$ cat config.mk
export PLATFORM = sky130hd
export DESIGN_NAME = bcd_serial_add_ctrl
export DESIGN_NICKNAME = d
export VERILOG_FILES = /design/src/rtl/bcd_pkg.sv /design/src/rtl/bcd_digit_add.sv /design/src/rtl/bcd_serial_add_ctrl.sv
export SDC_FILE = /design/constraint.sdc
export NUM_CORES = 1
export LEC_CHECK = 0
export CORE_MARGIN = 1.5
export CORE_UTILIZATION = 50
export CTS_CLUSTER_SIZE = 8
export DETAILED_ROUTE_END_ITERATION = 8
export PLACE_DENSITY = 0.91
export RECOVER_POWER = 25
export REMOVE_ABC_BUFFERS = 1
export SYNTH_ARGS = -nofsm -noshare
export SYNTH_HDL_FRONTEND = slang
export SYNTH_SLANG_ARGS = --single-unit
$ cat constraint.sdc
create_clock -name Clock -period 3.33 [get_ports Clock]
set_clock_uncertainty 0.15 [all_clocks]
set_input_delay 0.999 -clock Clock [delete_from_list [all_inputs] [get_ports Clock]]
set_output_delay 0.999 -clock Clock [all_outputs]
set_load 0.02 [all_outputs]
$ cat src/rtl/bcd_pkg.sv
// Shared constants and types for the digit-serial BCD adder controller.
package bcd_pkg;

    localparam int DW       = 4;
    localparam int BCD_MAX  = 9;
    localparam int BCD_CORR = 6;

    typedef enum logic [1:0] {
        IDLE = 2'd0,
        ADD  = 2'd1,
        FIN  = 2'd2
    } state_e;

    function automatic logic is_bcd(input logic [DW-1:0] d);
        return d <= DW'(BCD_MAX);
    endfunction

endpackage

$ cat src/rtl/bcd_digit_add.sv
// Single-digit BCD adder slice: decimal sum, decimal carry and invalid-digit flag.
module bcd_digit_add
    import bcd_pkg::*;
(
    input  logic [DW-1:0] da,
    input  logic [DW-1:0] db,
    input  logic          ci,
    output logic [DW-1:0] s,
    output logic          co,
    output logic          inv
);

    logic [DW:0] sum;

    // NOTE: every output gets a default at the top of always_comb so no path leaves it unassigned (no latch).
    always_comb begin
        sum = {1'b0, da} + {1'b0, db} + (DW+1)'(ci);
        s   = sum[DW-1:0];
        co  = 1'b0;
        inv = !is_bcd(da) || !is_bcd(db);
        if (sum > (DW+1)'(BCD_MAX)) begin
            s  = sum[DW-1:0] + DW'(BCD_CORR);
            co = 1'b1;
        end
    end

endmodule

$ cat src/rtl/bcd_serial_add_ctrl.sv
// Digit-serial BCD adder controller: sequences one bcd_digit_add slice over DIGITS digits,
// least-significant first, with start/busy/done handshake and invalid-digit abort.
module bcd_serial_add_ctrl
    import bcd_pkg::*;
#(
    parameter int DIGITS = 4,
    parameter int CW     = 3
) (
    input  logic                 Clock,
    input  logic                 Resetn,
    input  logic                 start,
    input  logic [4*DIGITS-1:0]  a,
    input  logic [4*DIGITS-1:0]  b,
    input  logic                 cin,
    output logic                 busy,
    output logic                 done,
    output logic [4*DIGITS-1:0]  result,
    output logic                 cout,
    output logic                 error
);

    localparam int              W    = DW * DIGITS;
    localparam logic [CW-1:0]   LAST = CW'(DIGITS - 1);

    state_e         state_q;
    logic [CW-1:0]  cnt_q;
    logic           carry_q;
    logic [W-1:0]   opa_q;
    logic [W-1:0]   opb_q;
    logic [W-1:0]   result_q;
    logic           cout_q;
    logic           error_q;
    logic           done_q;
    logic           busy_q;

    logic [DW-1:0]  digit_s;
    logic           digit_co;
    logic           digit_inv;

    logic [W-1:0]   result_d;
    logic [W-1:0]   opa_d;
    logic [W-1:0]   opb_d;

    bcd_digit_add u_digit (
        .da  (opa_q[DW-1:0]),
        .db  (opb_q[DW-1:0]),
        .ci  (carry_q),
        .s   (digit_s),
        .co  (digit_co),
        .inv (digit_inv)
    );

    // New digits enter the result at the top; after DIGITS shifts digit 0 sits in the low nibble.
    generate
        if (DIGITS == 1) begin : g_one_digit
            assign result_d = digit_s;
            assign opa_d    = '0;
            assign opb_d    = '0;
        end else begin : g_multi_digit
            assign result_d = {digit_s, result_q[W-1:DW]};
            assign opa_d    = {{DW{1'b0}}, opa_q[W-1:DW]};
            assign opb_d    = {{DW{1'b0}}, opb_q[W-1:DW]};
        end
    endgenerate

    // NOTE: all sequential state is updated with <= so every register samples pre-edge values.
    always_ff @(posedge Clock) begin
        if (!Resetn) begin
            // NOTE: the operand shift registers are plain flops here and are cleared like everything else.
            state_q  <= IDLE;
            cnt_q    <= '0;
            carry_q  <= 1'b0;
            opa_q    <= '0;
            opb_q    <= '0;
            result_q <= '0;
            cout_q   <= 1'b0;
            error_q  <= 1'b0;
            done_q   <= 1'b0;
            busy_q   <= 1'b0;
        end else begin
            done_q <= 1'b0;
            case (state_q)
                IDLE: begin
                    if (start) begin
                        opa_q   <= a;
                        opb_q   <= b;
                        carry_q <= cin;
                        cnt_q   <= '0;
                        error_q <= 1'b0;
                        busy_q  <= 1'b1;
                        state_q <= ADD;
                    end
                end

                ADD: begin
                    if (digit_inv) begin
                        error_q  <= 1'b1;
                        result_q <= '0;
                        cout_q   <= 1'b0;
                        done_q   <= 1'b1;
                        state_q  <= FIN;
                    end else begin
                        result_q <= result_d;
                        opa_q    <= opa_d;
                        opb_q    <= opb_d;
                        carry_q  <= digit_co;
                        if (cnt_q == LAST) begin
                            cout_q  <= digit_co;
                            done_q  <= 1'b1;
                            state_q <= FIN;
                        end else begin
                            cnt_q <= cnt_q + CW'(1);
                        end
                    end
                end

                FIN: begin
                    busy_q  <= 1'b0;
                    state_q <= IDLE;
                end

                default: begin
                    busy_q  <= 1'b0;
                    state_q <= IDLE;
                end
            endcase
        end
    end

    assign busy   = busy_q;
    assign done   = done_q;
    assign result = result_q;
    assign cout   = cout_q;
    assign error  = error_q;

endmodule

==> impl_results.md <==
* I/O pin count at 56
* Element type at the critical path end: register
* TNS Setup at 0 ns
* CP required at approximately 3.4 ns
* Synthesis warning total at 0
* Final worst path period share at between 80% and 90%
* Min Tclk post-route at roughly 2.9 ns
* Clock tree from TritonCTS: yes
* Total inserted antenna cells at 0
* Routed wire length per instance at around 13 um
* Post-CTS setup buffer count at 0
* Maximum ir drop on the vdd rail at roughly 0.34 mV
* Max-cap violations at 0
* Worst rel slew slack at about half
* Placer congestion estimate at between 0.7 and 0.8
* Total number of clock tree sinks at 58
* Avg Cell Area, Syn at ~8.2 um^2
* Achievable Freq at around 340 MHz
* Top area cells in the synthesized netlist: dfxtp_1, nand2_1, a311oi_1, nor2_1, a21oi_1
* Power density cells at roughly 580 nW/um^2
* Number of antenna violations at the first check in global routing at 0
* Worst setup path class: primary input to register
* Placement Rows at 25
* Die outline height at between 70 and 80 um
* Reg area at 1160 um^2
* First DRT Iteration DRCs at approximately 150
* Cells after Synth at a little over 300
* # fillers at a little over 400
* Worst setup SP type: primary input
* Number of endpoints with negative hold slack in the final report at 0
* Clock buffers created by TritonCTS at 9
* IO Port Bufs at 55
* Area of the die at between 5000 and 6000 um^2
* Max-slew violation count at 0
* Overall power after layout at roughly 1.9 mW
* Starting density of the core at between 50% and 60%
* Share of Yosys cell area claimed by the top area cell type at around 46%
* Fraction of the core area covered by cells at the end of the flow at about two thirds
* Detailed Place HPWL at roughly 3600 um
* Post-synthesis cell area at roughly 2500 um^2
* Core footprint at approximately 4800 um^2
* Post-cts resize count at 0
* Area delta synth->final at 30.5%
* Placed Instance Area at just over 3000 um^2
* Number of flops mapped to enable cells by yosys at 0
* Final setup violation count at 0
* Number of levels in the clock H-tree at 3
* Comb pwr share at about 24%
* CTS Root Cell: clkbuf_8
* Share of total power in the clock network at ~33%
* Cell-internal power at approximately 1.3 mW
* Clock-pin slew on the worst setup and hold paths at around 0.060 ns
* Fraction of final layout cells sized beyond drive strength 1 at 6.96%
* Critical path peak fanout at 38
* CTS Buffer Depth at 2
* Total global routing track utilization at between 20% and 30%
* Clock latency on the worst-skew pair at approximately 0.33 ns
* Layout net count at 399
* Worst hold path class: register to register
* Wire length of the first global-routing pass at a little under 9000 um
* Design area at 3270 um^2
* Via total after detailed routing at between 2000 and 2500
* Number of unique standard cell types used by synthesis at 36
* Horiz. Die Dim at ~74 um
* Area of the multi-input gates at 1230 um^2
* Power dissipated by switching net loads at between 0.5 and 0.6 mW
* Leakage at 1.25 nW
* Transition time of the tightest slew-check pin at between 0.7 and 0.8 ns
* CTS hold repair buffers at 0
* Sum of overflow across all layers after global routing at 0
* Pin count of the biggest net entering global routing at 49
* Sequential fraction of design power at between 40% and 50%
* Routed WL at 5470 um
* Number of search-and-repair iterations in the first detailed-routing pass at 4
* Synth Flop Type: dfxtp_1
* Number of global-route vias before repair at a little over 2000
* Largest area contributor in the netlist: dfxtp_1
* Sequential area share after synthesis at a little under half
* Via density at ~5.4
* Switching fraction of total power at 29.6%
* Number of remaining DRC errors at 0
* CP arrival at roughly 3 ns
* Post-synthesis async set-or-reset flop share at 0%
* Setup repair after global routing missed its margin: false
* Post-synthesis sequential element count at between 50 and 60
* Antenna-violating nets left at 0
* Outcome: finished clean
==> layout by cell type (no fill, tap or decap), types with 2 or more instances in the layout <==
master / Yosys / final
ha_1: 6 / 6
inv_1: 4 / 5
clkdlybuf4s50_1: 0 / 51
nand2_1: 67 / 67
o211ai_1: 2 / 2
mux2i_1: 2 / 2
o21ai_0: 5 / 5
dfxtp_1: 58 / 58
a311oi_1: 24 / 24
nor2_1: 41 / 41
fa_1: 2 / 2
nand3b_1: 2 / 2
and2_1: 2 / 2
clkinv_2: 0 / 2
buf_4: 0 / 4
dlygate4sd3_1: 0 / 4
a21oi_1: 21 / 21
nand3_1: 19 / 19
a21o_2: 2 / 2
a22oi_1: 9 / 9
clkbuf_8: 0 / 10
clkbuf_1: 17 / 2
==> Yosys cell counts, types with 4 or more instances <==
library cell / count
a21oi_1: 21
a22oi_1: 9
a311oi_1: 24
buf_2: 5
clkbuf_1: 17
dfxtp_1: 58
ha_1: 6
inv_1: 4
nand2_1: 67
nand3_1: 19
nor2_1: 41
o21ai_0: 5
==> critical path, stage by stage <==
cell	delay, ns
dlygate4sd3_1	0.66
inv_1	0.45
clkbuf_2	0.68
nor2_1	0.12
==> power by group through the flow <==
| stage | registers (mW) | clock network (mW) | logic, mW |
|---|---|---|---|
| after detailed placement | 0.827 | 0 | 0.459 |
| after global placement | 0.824 | 0 | 0.441 |
| final | 0.813 | 0.619 | 0.460 |
| after global routing | 0.822 | 0.652 | 0.513 |
| after CTS | 0.813 | 0.626 | 0.462 |
| after floorplan | 0.833 | 0 | 0.297 |
==> worst paths after layout <==
path,from,endpoint,slack (ns),cells past startpoint
setup / recovery,Resetn,opa_q[13],0.43,4
setup reg to reg,carry_q,result[13],0.49,8
hold / removal,result[2],result[2],0.30,2
hold reg to reg,result[2],result[2],0.30,2
==> logic make-up (layout without fill, tap and decap cells) <==
kind of cell	after synthesis	in the layout	synth area share [%]
DFF	58	58	46.4
AOI/OAI and AO/OA	67	67	18.9
and+or+nand+nor	142	142	24.1
buffers and inverters	28	80	4.44
xor gates and xnor gates	1	1	0.350
muxes	3	3	1.25
adders and majority gates	8	8	4.60
==> per-stage QoR <==
step / instances / worst slack [ns] / hold WS (ns)
after global placement: 411 / 0.556 / 0.288
after global routing: 426 / 0.325 / 0.324
after CTS: 426 / 0.500 / 0.303
final: 426 / 0.428 / 0.297
after floorplan: 284 / -0.364 / 0.301
after detailed placement: 411 / 0.513 / 0.294
==> sequential cells by signal (all words and copies together) (netlist names) <==
name and flops:
result 16, cnt_q 3, opb_q 16, carry_q 1
done 1, state_q 2, cout 1, opa_q 16
busy 1, error 1
==> layout make-up <==
class                      instances  area share, %
clock inverter                     3           1.22
tap                               67           2.56
sequential                        58           35.5
multi-input combinational        221           37.8
inverter                           5          0.574
timing repair buffer              60           17.9
clock buffer                      12           4.44
==> routing by layer <==
metal | share of wire, % | vias up | track usage, %
met5 | 0 | - | 0
met4 | 1.2 | 0 | 10.1
met3 | 5.7 | 11 | 3.84
met2 | 50 | 73 | 37.3
met1 | 43 | 1029 | 25.5
li1 | - | 1169 | -
Power figures use the tool's default switching activity.
